[config.mk]
export PLATFORM = sky130hd
export DESIGN_NAME = subsistema_multiplicacion_booth_flat
export DESIGN_NICKNAME = d
export VERILOG_FILES = /design/src/rtl/subsistema_multiplicacion_booth_if.sv /design/src/rtl/subsistema_multiplicacion_booth.sv /design/src/flat_wrapper.sv
export SDC_FILE = /design/constraint.sdc
export NUM_CORES = 1
export LEC_CHECK = 0
export CORE_ASPECT_RATIO = 1.75
export CORE_MARGIN = 10
export CORE_UTILIZATION = 50
export CTS_CLUSTER_DIAMETER = 60
export DETAILED_ROUTE_END_ITERATION = 12
export PLACE_DENSITY_LB_ADDON = 0.2
export REMOVE_ABC_BUFFERS = 1
export SYNTH_ARGS = -nofsm -noshare
export SYNTH_HDL_FRONTEND = slang
export SYNTH_SLANG_ARGS = --single-unit
[constraint.sdc]
create_clock -name reloj -period 3.1 [get_ports reloj]
set_input_delay 0.62 -clock reloj [delete_from_list [all_inputs] [get_ports reloj]]
set_output_delay 0.62 -clock reloj [all_outputs]
set_load 0.05 [all_outputs]
[src/rtl/subsistema_multiplicacion_booth_if.sv]
// Operand/result handshake bundle for the Booth multiplier.
// master = operand producer / result consumer, slave = multiplier.
// Optional port modoSinSigno exists only when MULT_MODO_SIN_SIGNO_EN is defined.
interface subsistema_multiplicacion_booth_if #(
  parameter int ANCHO = 4
);
  logic [ANCHO-1:0]   operandoA;
  logic [ANCHO-1:0]   operandoB;
  logic               banderaValida;
  logic               banderaOcupado;
  logic [2*ANCHO-1:0] resultado;
  logic               banderaLista;
  logic               banderaAceptado;
`ifdef MULT_MODO_SIN_SIGNO_EN
  logic               modoSinSigno;

  modport master (
    output operandoA, operandoB, banderaValida, banderaAceptado, modoSinSigno,
    input  banderaOcupado, resultado, banderaLista
  );
  modport slave (
    input  operandoA, operandoB, banderaValida, banderaAceptado, modoSinSigno,
    output banderaOcupado, resultado, banderaLista
  );
`else
  modport master (
    output operandoA, operandoB, banderaValida, banderaAceptado,
    input  banderaOcupado, resultado, banderaLista
  );
  modport slave (
    input  operandoA, operandoB, banderaValida, banderaAceptado,
    output banderaOcupado, resultado, banderaLista
  );
`endif
endinterface

[src/rtl/subsistema_multiplicacion_booth.sv]
// Iterative radix-2 Booth multiplier, one add/sub + arithmetic shift per cycle.
// Operands are widened to ANCHO+1 bits so the same datapath handles signed
// and unsigned products; ANCHO+1 iterations give the exact 2*ANCHO product.
// Macro MULT_MODO_SIN_SIGNO_EN: enables bus.modoSinSigno (1 = unsigned,
// sampled on the accept edge). Without it the unit is always signed.
module subsistema_multiplicacion_booth #(
  parameter int ANCHO = 4
) (
  input  logic                            reloj,
  input  logic                            reinicio,
  subsistema_multiplicacion_booth_if.slave bus
);

  localparam int CW = $clog2(ANCHO + 2);

  localparam logic [1:0] INACTIVO = 2'd0;
  localparam logic [1:0] CALCULA  = 2'd1;
  localparam logic [1:0] LISTO    = 2'd2;

  logic [1:0]         state_q, state_d;
  logic [ANCHO:0]     M_q, M_d;
  logic [ANCHO:0]     HQ_q, HQ_d;
  logic [ANCHO:0]     LQ_q, LQ_d;
  logic               q1_q, q1_d;
  logic [CW-1:0]      contador_q, contador_d;
  logic [2*ANCHO-1:0] resultado_q, resultado_d;
  logic               lista_q, lista_d;

  logic               con_signo;
  logic [ANCHO:0]     a_ext, b_ext;
  logic [ANCHO:0]     hq_sum, hq_sh, lq_sh;

  // Operand widening: sign bit replicated only in signed mode
  always_comb begin
`ifdef MULT_MODO_SIN_SIGNO_EN
    con_signo = ~bus.modoSinSigno;
`else
    con_signo = 1'b1;
`endif
    a_ext = {con_signo & bus.operandoA[ANCHO-1], bus.operandoA};
    b_ext = {con_signo & bus.operandoB[ANCHO-1], bus.operandoB};
  end

  // One Booth step: recode {LQ[0],Q_1}, then arithmetic shift {HQ,LQ,Q_1} right
  always_comb begin
    case ({LQ_q[0], q1_q})
      2'b01:   hq_sum = HQ_q + M_q;
      2'b10:   hq_sum = HQ_q - M_q;
      default: hq_sum = HQ_q;
    endcase
    hq_sh = {hq_sum[ANCHO], hq_sum[ANCHO:1]};
    lq_sh = {hq_sum[0], LQ_q[ANCHO:1]};
  end

  // Control FSM and datapath next-state
  always_comb begin
    state_d     = state_q;
    M_d         = M_q;
    HQ_d        = HQ_q;
    LQ_d        = LQ_q;
    q1_d        = q1_q;
    contador_d  = contador_q;
    resultado_d = resultado_q;
    lista_d     = lista_q;
    case (state_q)
      INACTIVO: begin
        if (bus.banderaValida) begin
          M_d        = a_ext;
          LQ_d       = b_ext;
          HQ_d       = '0;
          q1_d       = 1'b0;
          contador_d = CW'(ANCHO + 1);
          state_d    = CALCULA;
        end
      end
      CALCULA: begin
        HQ_d       = hq_sh;
        LQ_d       = lq_sh;
        q1_d       = LQ_q[0];
        contador_d = contador_q - CW'(1);
        if (contador_q == CW'(1)) begin
          // Upper two bits of {HQ,LQ} are pure sign/zero extension
          resultado_d = {hq_sh[ANCHO-2:0], lq_sh};
          lista_d     = 1'b1;
          state_d     = LISTO;
        end
      end
      LISTO: begin
        // Valid is ignored here; resultado keeps its value after release
        if (bus.banderaAceptado) begin
          lista_d = 1'b0;
          state_d = INACTIVO;
        end
      end
      default: state_d = INACTIVO;
    endcase
  end

  // State registers; reset discards any operation in flight
  always_ff @(posedge reloj or negedge reinicio) begin
    if (!reinicio) begin
      state_q     <= INACTIVO;
      M_q         <= '0;
      HQ_q        <= '0;
      LQ_q        <= '0;
      q1_q        <= 1'b0;
      contador_q  <= '0;
      resultado_q <= '0;
      lista_q     <= 1'b0;
    end else begin
      state_q     <= state_d;
      M_q         <= M_d;
      HQ_q        <= HQ_d;
      LQ_q        <= LQ_d;
      q1_q        <= q1_d;
      contador_q  <= contador_d;
      resultado_q <= resultado_d;
      lista_q     <= lista_d;
    end
  end

  assign bus.resultado      = resultado_q;
  assign bus.banderaLista   = lista_q;
  assign bus.banderaOcupado = (state_q != INACTIVO);

endmodule
[src/flat_wrapper.sv]
// flat-port wrapper written by rule: the top's interface ports become plain ports
module subsistema_multiplicacion_booth_flat 
#(
  parameter int ANCHO = 4
)
  (reloj, reinicio, bus_operandoA, bus_operandoB, bus_banderaValida, bus_banderaAceptado, bus_banderaOcupado, bus_resultado, bus_banderaLista);
  subsistema_multiplicacion_booth_if #(.ANCHO(ANCHO)) bus_i ();
  input  logic reloj;
  input  logic reinicio;
  input wire logic [$bits(bus_i.operandoA)-1:0] bus_operandoA;
  input wire logic [$bits(bus_i.operandoB)-1:0] bus_operandoB;
  input wire logic [$bits(bus_i.banderaValida)-1:0] bus_banderaValida;
  input wire logic [$bits(bus_i.banderaAceptado)-1:0] bus_banderaAceptado;
  output wire logic [$bits(bus_i.banderaOcupado)-1:0] bus_banderaOcupado;
  output wire logic [$bits(bus_i.resultado)-1:0] bus_resultado;
  output wire logic [$bits(bus_i.banderaLista)-1:0] bus_banderaLista;
  assign bus_i.operandoA = bus_operandoA;
  assign bus_i.operandoB = bus_operandoB;
  assign bus_i.banderaValida = bus_banderaValida;
  assign bus_i.banderaAceptado = bus_banderaAceptado;
  assign bus_banderaOcupado = bus_i.banderaOcupado;
  assign bus_resultado = bus_i.resultado;
  assign bus_banderaLista = bus_i.banderaLista;
  subsistema_multiplicacion_booth #(.ANCHO(ANCHO)) u_core (.reloj(reloj), .reinicio(reinicio), .bus(bus_i));
endmodule
# Word-level counts from Yosys, hierarchy flattened
# Index checks and enable logic that the tools add are counted.
# classes
addsub,3
n_eq_ne,8
n_mux,16
n_reduce_logical,9
# ops
operator,n
$pmux W5 S2,3
$mux W5,2
$mux W2,3
$pmux W2 S3,1
$pmux W3 S2,1
$reduce_and A2 Y1,3
$reduce_and A3 Y1,2
$reduce_bool A2 Y1,3
$add A5 B5 Y5,1
$sub A5 B5 Y5,1
$eq A2 B1 Y1 const B,2
$eq A2 B2 Y1 const B,2
$ne A2 B2 Y1 const B,2
$pmux W1 S2,2
$eq A3 B1 Y1 const B,1
$mux W1,3
$mux W3,1
$sub A3 B1 Y3 const B,1
$logic_not A2 Y1,1
$ne A2 B1 Y1 const B,1
# totals
regBits,29
in_bits,12
output_inout_bits,10
word_cells,44

# Logic depth before layout (Yosys ltp)
# Gate-level depths: netlist of run 1.
# depth
depth_word,3
depth_mapped,10
ltp_nobuf,10

# Worst setup path after synthesis of run 1
# Ideal clock, no wire load.
# synth_timing
kind,reg-to-reg
startpoint,register u_core.q1_q
endpoint,register u_core.HQ_q[2]
arrival_time_ns,2.075
required_time_ns,2.966
slack_ns,0.891
path_stages_with_launch,11
path_buffers,0
synth_period_minus_slack_ns,2.209
path_cell_list,dfrtp_1 -> inv_1 -> ha_1 -> mux2_2 -> inv_1 -> ha_1 -> nor2b_1 -> o21a_1 -> or3_1 -> a31oi_1 -> o22ai_1
# synth_via
elab_chain_len,3
elab_cells_between_ends,4
classes_between,eq/ne (2); mux (2)
# synth_lines
element,line,rtl
"start, declared",subsistema_multiplicacion_booth.sv:24,"logic q1_q, q1_d;"
"start signal, assigned",subsistema_multiplicacion_booth.sv:115,q1_q <= q1_d;
$eq A2 B2 Y1 or $eq A2 B1 Y1 (tied branches),subsistema_multiplicacion_booth.sv:46,"case ({LQ_q[0], q1_q})"
$pmux W5 S2 (*),subsistema_multiplicacion_booth.sv:46,
$pmux W5 S2 (*),subsistema_multiplicacion_booth.sv:65,case (state_q)
"end signal, assigned",subsistema_multiplicacion_booth.sv:113,HQ_q <= HQ_d;
"end, declared",subsistema_multiplicacion_booth.sv:22,"logic [ANCHO:0] HQ_q, HQ_d;"
# Mark *: on every way between the ends. The rest lies on a longest branch, timed or not.
# A chain may end at the register's enable or synchronous reset.

# Worst setup path after layout of run 1
# Ends and elaborated chain as after synthesis.

==> results of run 1 <==
synth_stat cells (2+ instances only):
| library cell | count | area, um^2 |
|---|---|---|
| mux2i_1 | 3 | 30.0 |
| xnor2_1 | 4 | 35.0 |
| nand2_1 | 34 | 128 |
| xor2_1 | 2 | 17.5 |
| nor2_1 | 3 | 11.3 |
| dfrtp_1 | 28 | 701 |
| ha_1 | 8 | 100 |
| buf_2 | 2 | 10.0 |
| nor2b_1 | 3 | 18.8 |
| inv_1 | 12 | 45.0 |
| a21oi_1 | 3 | 15.0 |
| o22ai_1 | 4 | 25.0 |
| nor3_1 | 2 | 10.0 |
| and2_1 | 3 | 18.8 |
| nand2b_1 | 2 | 12.5 |
| a221o_1 | 2 | 20.0 |
| o21ai_0 | 14 | 70.1 |
| mux2_2 | 4 | 45.0 |
worst max-delay path by stage:
| stage | startpoint | slack [ns] | to | depth (start not counted) |
|---|---|---|---|---|
| global route | u_core.q1_q | 0.54 | u_core.bus.resultado[7] | 10 |
| global placement | u_core.q1_q | 0.80 | u_core.HQ_q[2] | 10 |
| detailed placement | u_core.q1_q | 0.72 | u_core.HQ_q[2] | 10 |
| CTS | u_core.q1_q | 0.70 | u_core.HQ_q[2] | 10 |
| finish | u_core.q1_q | 0.69 | u_core.HQ_q[2] | 10 |
| floorplan | u_core.q1_q | 0.89 | u_core.HQ_q[2] | 10 |
layout make-up:
| class | instances | share of cell area (%) |
|---|---|---|
| clock buffers | 3 | 2.39 |
| inverters | 12 | 2.61 |
| multi-input cells | 105 | 39.8 |
| flip-flops and latches | 28 | 40.6 |
| well taps | 28 | 2.03 |
| repair buffers | 22 | 12.6 |
flip-flops by register name, indices dropped and copies added (netlist names):
name	flops
u_core.HQ_q	4
u_core.contador_q	3
u_core.bus.resultado	8
u_core.M_q	4
u_core.bus.banderaLista	1
u_core.LQ_q	5
u_core.state_q	2
u_core.q1_q	1
routing by layer:
layer	part of all wire [%]	global-route usage, %	vias up
li1	-	-	537
met1	41	12.9	527
met3	5.4	3.59	4
met5	0	0	-
met2	53	19.5	20
met4	1.4	3.86	0
cell families after synthesis:
| group | after synthesis |
|---|---|
| flops | 28 |
| mux | 7 |
| xor+xnor | 6 |
| compound gates | 30 |
| buf+inv | 17 |
| fa+ha+maj | 9 |
| simple gates | 53 |
worst max-delay path, cell delays in order (launching register included):
cell and delay (ns):
dfrtp_1 0.36, inv_1 0.07, ha_1 0.23, mux2_2 0.38, inv_1 0.06, ha_1 0.21, nor2b_1 0.14, o21a_1 0.19
or3_1 0.31, a31oi_1 0.23, o22ai_1 0.11
through the flow:
| step | util (%) | setup WS (ns) | cells | hold WS (ns) | instance area (um^2) |
|---|---|---|---|---|---|
| floorplan | - | 0.893 | 145 | 0.324 | 1430 |
| global placement | 58.9 | 0.804 | 195 | 0.462 | 1690 |
| detailed placement | 58.9 | 0.722 | 195 | 0.471 | 1690 |
| CTS | 60.4 | 0.700 | 198 | 0.497 | 1730 |
| global route | 60.4 | 0.541 | 198 | 0.530 | 1730 |
| finish | 60.4 | 0.690 | 198 | 0.485 | 1730 |
==> run summary, run 1 <==
Max_slew headroom = 64.0%
Die X = 60.9 um
Fin crit share = 77.7%
Vias in the first global route = 1194
Crit Reg-Reg Startpoint = u_core.q1_q
Worst setup SP type = flop
Arr. time, crit path = 2.55 ns
CTS Buffer Depth = 2
Synth Area in Simple Gates = 17.3%
Drt wl/cell = 14.9 um
Register area = 701 um^2
Root Buffer = clkbuf_8
Hold/Removal Path Class = reg2reg
Worst slew pin tran = 0.541 ns
Seq/Total Area, Yosys = 47.8%
Min cycle time layout = 2.41 ns
Hold_sp = u_core.bus.resultado[5]
Synth Area in Adders = 8.19%
I/O pins = 22
Status = complete, no violations
Placement Rows = 26
Initial antenna violation count = 0
Crit path kind = reg2reg
Die height = 91.6 um
Die Footprint = 0.00558 mm^2
Post-CTS sizing = 0
Synthesized instance count = 150
Highest clock rate = 415 MHz
Hold Path Stages = 2
First-pass GRT wire length = 5240 um
Total Wirelength = 2940 um
Drt drc = 0
Placer congestion estimate = 0.861
Core area = 0.00286 mm^2
Synthesized area = 0.00147 mm^2
FF-to-FF setup slack = 0.69 ns
Final hold violation count = 0
R2R depth = 10
Critical Path RT = 3.24 ns
Pins Over Slew Limit = 0
Filler cells = 251
Most frequent cells in the layout = nand2_1 (34), dfrtp_1 (28), clkdlybuf4s50_1 (21)
Largest net degree at the start of global routing = 29
ANT cells = 0
Total CTS buffers = 3
GRT Total Usage = 11.5%
CTS Hold Buffers Added = 0
Yosys warnings = 0
Clock skew = 0.00184 ns
Layout Nets = 193
Synth cell types = 35
Post-synth ARST share = 100%
1st-pass router iterations = 4
Share of cells above drive strength 1 = 7.65%
Initial Util = 51.2%
GRT overflow = 0
Maxcap violations = 0
Post-DP HPWL = 2290 um
Post-DRT Antenna Nets = 0
Post-synth EDFFs = 0
Routed vias/inst = 5.49
Critical Path Sink Type = flop
Synth Area in Compound Gates = 12.7%
#FFs+latches synth = 28
Worst-Skew Late Latency = 0.26 ns
Clock Sinks = 28
Clk slew on worst S/H paths = 0.09 ns
RR Endpoint = u_core.HQ_q[2]
Max H-tree Level = 1
Multi-input gate area = 688 um^2
Vias post-DR = 1088
Setup violators final = 0
RSZ-0062 raised after global routing = false
Synth Flop Type = dfrtp_1
Most common cell after layout, fill and taps aside = nand2_1
Post-synthesis xor/xnor area fraction = 3.58%
Hold Path End = u_core.bus.resultado[5]
DR iter-0 viols = 14
Largest family of logic cells by synthesized area = simple AND/OR/NAND/NOR gates
Max FO, Critical Path = 5
CTS tree = yes
Area growth, synth to finish = 17.8%
Count of input and output buffers = 21
Multiplexer share of the synthesized area = 5.12%
Setup TNS = 0 ns
Post-CTS Setup Repair Bufs = 0
Syn Area/Cell = 9.78 um^2
Power of run 1 is left out: the tool's default activity adds up to more than one toggle a clock period on the data nets, which glitch-free logic cannot reach.
==> run 2: changes to the inputs <==
- CORE_UTILIZATION: 50 -> 48
- clock period: 3.1 -> 2.1 ns (I/O delays scaled with it)
==> run summary, run 2 (same netlist as run 1, synthesis figures left out) <==
Met2 Usage GRT = 22.4% (+3.0 points)
Clock skew = 0.00144 ns (-0.000404 ns)
Largest register FFs = 8 (unchanged)
R2R depth = 10 (unchanged)
First-pass GRT wire length = 5560 um (+6.2%)
Post-DP HPWL = 2450 um (+6.9%)
Worst-Skew Late Latency = 0.27 ns (about the same)
Setup violators final = 5 (+5)
Pins Over Slew Limit = 0 (unchanged)
Total CTS buffers = 3 (unchanged)
Total Wirelength = 3400 um (+16%)
Post-route insts no fill = 212 (+7.1%)
Most common cell after layout, fill and taps aside = nand2_1
Initial Util = 50.1% (-1.1 points)
Place WS = -0.171 ns (-0.893 ns)
Die height = 93.1 um (+1.6%)
Worst-path cell chain = inv_2, ha_4, mux2_4, inv_2, ha_4, nor2b_4, o21a_1, or3_1, a31oi_2, o22ai_1
Worst slew pin tran = 0.510 ns (-0.0307 ns)
RR Endpoint = u_core.HQ_q[2]
Max H-tree Level = 1 (unchanged)
Failing checks = negative setup slack
Post-DRT Antenna Nets = 0 (unchanged)
Layout Nets = 206 (+6.7%)
Initial antenna violation count = 0 (unchanged)
Crit path kind = reg2reg
Largest net degree at the start of global routing = 29 (unchanged)
Crit path max-delay cell type = dfrtp_1
Fin crit share = 107% (+29 points)
Count of input and output buffers = 21 (unchanged)
Max_slew headroom = 65.9% (+1.9 points)
Vias in the first global route = 1254 (+5.0%)
Buf/Inv on CP = 2 (unchanged)
Worst setup SP type = flop
Hold_sp = u_core.state_q[1]
RSZ-0062 raised after global routing = true
Final hold violation count = 0 (unchanged)
Hold Path End = u_core.state_q[0]
Clock Sinks = 28 (unchanged)
Most frequent cells in the layout = nand2_1 (34), dfrtp_1 (28), clkdlybuf4s50_1 (20)
Critical Path RT = 2.25 ns (-0.99 ns)
Max FO, Critical Path = 2 (-3)
Drt wl/cell = 16.1 um (+8.0%)
Routed vias/inst = 5.47 (-0.42%)
GRT busiest layer = met2
Core area = 0.00293 mm^2 (+2.3%)
1st-pass router iterations = 4 (unchanged)
Die X = 61.8 um (+1.4%)
GRT Total Usage = 12.5% (+0.98 points)
Met1 global-route usage = 12.9% (about the same)
Hold/Removal Path Class = reg2reg
Highest clock rate = 444 MHz (+7.1%)
CTS tree = yes
Maxcap violations = 0 (unchanged)
Root Buffer = clkbuf_8
Share of cells above drive strength 1 = 23.4% (+16 points)
Setup WS post-layout = -0.151 ns (-0.840 ns)
Critical path's top delay family = compound AO/OA/AOI/OAI gates
Arr. time, crit path = 2.40 ns (-0.15 ns)
Area growth, synth to finish = 31.7%
Vias post-DR = 1160 (+6.6%)
Placement Rows = 26 (unchanged)
Filler cells = 234 (-6.8%)
DR iter-0 viols = 14 (unchanged)
Met3 Track Usage GR = 3.93% (+0.34 points)
Die Footprint = 0.00575 mm^2 (+3.0%)
ANT cells = 0 (unchanged)
Status = finished, violations left
Hold Path Stages = 1 (-1)
Placer congestion estimate = 0.878 (+2.0%)
Crit-path max cell delay = 0.40 ns (+0.02 ns)
I/O pins = 22 (unchanged)
GRT overflow = 0 (unchanged)
Cells after DPL = 204 (+4.6%)
Clk slew on worst S/H paths = 0.09 ns (about the same)
Min cycle time layout = 2.25 ns (-0.160 ns)
Drt drc = 0 (unchanged)
FF-to-FF setup slack = -0.15 ns (-0.84 ns)
Crit Reg-Reg Startpoint = u_core.M_q[0]
CTS Buffer Depth = 2 (unchanged)
Critical Path Sink Type = flop
run 2: cell count changes in the layout (fill, tap and decap cells not counted), sizes merged:
cell           previous run  this run
clkbuf                    3         4
buf                       1        14
clkdlybuf4s50            21        20
dlygate4sd2               0         1
run 2: metal layers:
metal,vias to the layer above,part of all wire [%]
met5,-,0
met4,0,1.1
met3,5,4.5
met2,26,55
met1,561,39
li1,568,-
run 2: final cells by class:
| type | count | area (um^2) | share of cell area [%] |
|---|---|---|---|
| Timing Repair Buffer | 35 | 318 | 16.5 |
| Tap cell | 28 | 35.0 | 1.81 |
| Multi-Input combinational cell | 105 | 778 | 40.3 |
| Clock buffer | 4 | 55.1 | 2.85 |
| Inverter | 12 | 45.0 | 2.33 |
| Sequential cell | 28 | 701 | 36.3 |
run 2: worst max path at each step:
stage,start,to,slack [ns],cells past startpoint
after CTS,u_core.M_q[0],u_core.HQ_q[2],-0.13,10
after floorplan,u_core.q1_q,u_core.HQ_q[2],-0.11,10
after global routing,u_core.M_q[0],u_core.HQ_q[2],-0.27,10
after global placement,u_core.q1_q,u_core.HQ_q[2],-0.11,10
after detailed placement,u_core.M_q[0],u_core.bus.resultado[7],-0.17,10
final,u_core.M_q[0],u_core.HQ_q[2],-0.15,10
run 2: per-stage QoR:
step                setup TNS [ns]  hold WS [ns]  instance area, um^2  utilization [%]
global route                -0.898         0.528                 1930             66.0
detailed placement          -0.540         0.469                 1750             59.9
CTS                         -0.337         0.497                 1860             63.6
finish                      -0.418         0.491                 1930             66.0
global placement            -0.315         0.463                 1750             59.9
floorplan                   -0.207         0.124                 1430                -
run 2: timing repair:
action | in CTS | in global routing
setup endpoints to repair | 6 | 7
hold buffers | 0 | 0
pin swaps | 5 | 4
gates resized for setup | 12 | 14
hold endpoints to repair | 0 | 0
buffers inserted | 3 | 1
Power of run 2 is left out for the same reason.
==> run 3: changes to the inputs <==
- CORE_MARGIN: 10 -> unset
==> run summary, run 3 (same netlist as run 1, synthesis figures left out) <==
Cells after DPL = 204 (unchanged)
Critical path's top delay family = simple AND/OR/NAND/NOR gates
Area growth, synth to finish = 31.1%
I/O pins = 22 (unchanged)
Post-DP HPWL = 2280 um (-7.0%)
Drt wl/cell = 15.0 um (-6.6%)
ANT cells = 0 (unchanged)
Vias post-DR = 1155 (-0.43%)
Core area = 0.00293 mm^2 (unchanged)
Worst-path cell chain = inv_2, ha_4, mux2_4, inv_2, ha_4, nor2b_4, o21a_1, or3_4, a31oi_4, o22ai_1
Crit path max-delay cell type = dfrtp_1
Placer congestion estimate = 0.794 (-9.6%)
Final hold slack = 0.489 ns (-0.00184 ns)
GRT busiest layer = met2
Place WS = -0.186 ns (-0.0149 ns)
Share of cells above drive strength 1 = 20.2% (-3.2 points)
Crit-path max cell delay = 0.41 ns (about the same)
Largest net degree at the start of global routing = 29 (unchanged)
Met1 global-route usage = 25.1% (+12 points)
Met3 Track Usage GR = 1.44% (-2.5 points)
Clock Sinks = 28 (unchanged)
Most common cell after layout, fill and taps aside = nand2_1
Count of input and output buffers = 21 (unchanged)
Most frequent cells in the layout = nand2_1 (34), dfrtp_1 (28), clkdlybuf4s50_1 (20)
Fin crit share = 108% (+0.44 points)
Min cycle time layout = 2.26 ns (+0.00916 ns)
Buf/Inv on CP = 2 (unchanged)
GRT overflow = 0 (unchanged)
Crit path kind = reg2reg
Critical Path Sink Type = flop
Total CTS buffers = 3 (unchanged)
Post-route insts no fill = 211 (-0.47%)
First-pass GRT wire length = 5290 um (-5.0%)
Largest register FFs = 8 (unchanged)
DR iter-0 viols = 20 (+6)
CTS Buffer Depth = 2 (unchanged)
Layout Nets = 205 (-0.49%)
RSZ-0062 raised after global routing = true
Max FO, Critical Path = 2 (unchanged)
Total Wirelength = 3160 um (-7.0%)
Die Footprint = 0.00329 mm^2 (-43%)
Post-DRT Antenna Nets = 0 (unchanged)
Maxcap violations = 0 (unchanged)
Arr. time, crit path = 2.41 ns (about the same)
Root Buffer = clkbuf_8
Status = finished, violations left
Failing checks = negative setup slack
Filler cells = 247 (+5.6%)
Final hold violation count = 0 (unchanged)
Worst-Skew Late Latency = 0.28 ns (about the same)
Initial antenna violation count = 0 (unchanged)
CTS Hold Buffers Added = 0 (unchanged)
Max H-tree Level = 1 (unchanged)
Die X = 43.8 um (-29%)
Met2 Usage GRT = 40.0% (+18 points)
Routed vias/inst = 5.47 (about the same)
Critical Path RT = 2.25 ns (about the same)
CTS tree = yes
Initial Util = 50.1% (unchanged)
Max_slew headroom = 66.6% (+0.67 points)
Clock skew = 0.00226 ns (+0.000828 ns)
Placement Rows = 26 (unchanged)
Placed instance area = 0.00175 mm^2 (unchanged)
Drt drc = 0 (unchanged)
Worst setup SP type = flop
Setup WS post-layout = -0.160 ns (-0.00917 ns)
Die height = 75.1 um (-19%)
Worst slew pin tran = 0.500 ns (-0.0100 ns)
Vias in the first global route = 1207 (-3.7%)
Clk slew on worst S/H paths = 0.09 ns (about the same)
Highest clock rate = 443 MHz (-0.41%)
Hold/Removal Path Class = reg2reg
Pins Over Slew Limit = 0 (unchanged)
Setup violators final = 4 (-1)
GRT Total Usage = 22.0% (+9.5 points)
Non-Filler Cell Area, Final = 0.00192 mm^2 (-0.45%)
1st-pass router iterations = 4 (unchanged)
==> run 3: layout make-up <==
cell class	instances	area, um^2	area share [%]
multi-input combinational	105	764	39.8
sequential	28	701	36.4
timing repair buffer	34	307	15.9
inverter	12	45.0	2.34
clock buffer	3	41.3	2.15
tap	28	35.0	1.82
clock inverter	1	30.0	1.56
==> run 3: path summary, 6_finish.rpt <==
kind / to / slack (ns) / depth (start not counted) / from
setup / recovery: u_core.HQ_q[2] / -0.16 / 10 / u_core.M_q[0]
hold / removal: u_core.bus.resultado[0] / 0.49 / 2 / u_core.bus.resultado[0]
setup reg to reg: u_core.HQ_q[2] / -0.16 / 10 / u_core.M_q[0]
hold reg to reg: u_core.bus.resultado[0] / 0.49 / 2 / u_core.bus.resultado[0]
max in group asynchronous: u_core.bus.resultado[7] / 1.31 / 2 / reinicio
min in group asynchronous: u_core.bus.resultado[1] / 0.52 / 2 / reinicio
==> run 3: worst reg2reg max path: cells and delay by family (launching register included) <==
kind	cells	cell delay, ns
AOI/OAI and AO/OA	3	0.45
adders and majority gates	2	0.38
buffers and inverters	2	0.16
DFF	1	0.41
muxes	1	0.28
and+or+nand+nor	2	0.46
==> run 3: metrics by stage <==
stage | util (%) | TNS (ns)
after floorplan | - | -0.207
after global placement | 59.9 | -0.294
after detailed placement | 59.9 | -0.644
after CTS | 65.2 | -0.510
after global routing | 65.7 | -0.821
final | 65.7 | -0.451
==> run 3: what timing repair did <==
| item | in CTS | in global routing |
|---|---|---|
| setup endpoints to repair | 8 | 7 |
| pin swaps | 7 | 6 |
| gates resized for setup | 16 | 4 |
| buffers inserted | 2 | 1 |
| cloned | 0 | 0 |
==> run 3: per-layer routing <==
layer  share of wire (%)  wire length (um)  vias to the layer above
met5                   0                 0                        -
met3                 3.0                95                        5
met4                 1.9                60                        0
met2                  55              1760                       24
met1                  40              1250                      561
li1                    -                 -                      565
Power of run 3 is left out for the same reason.
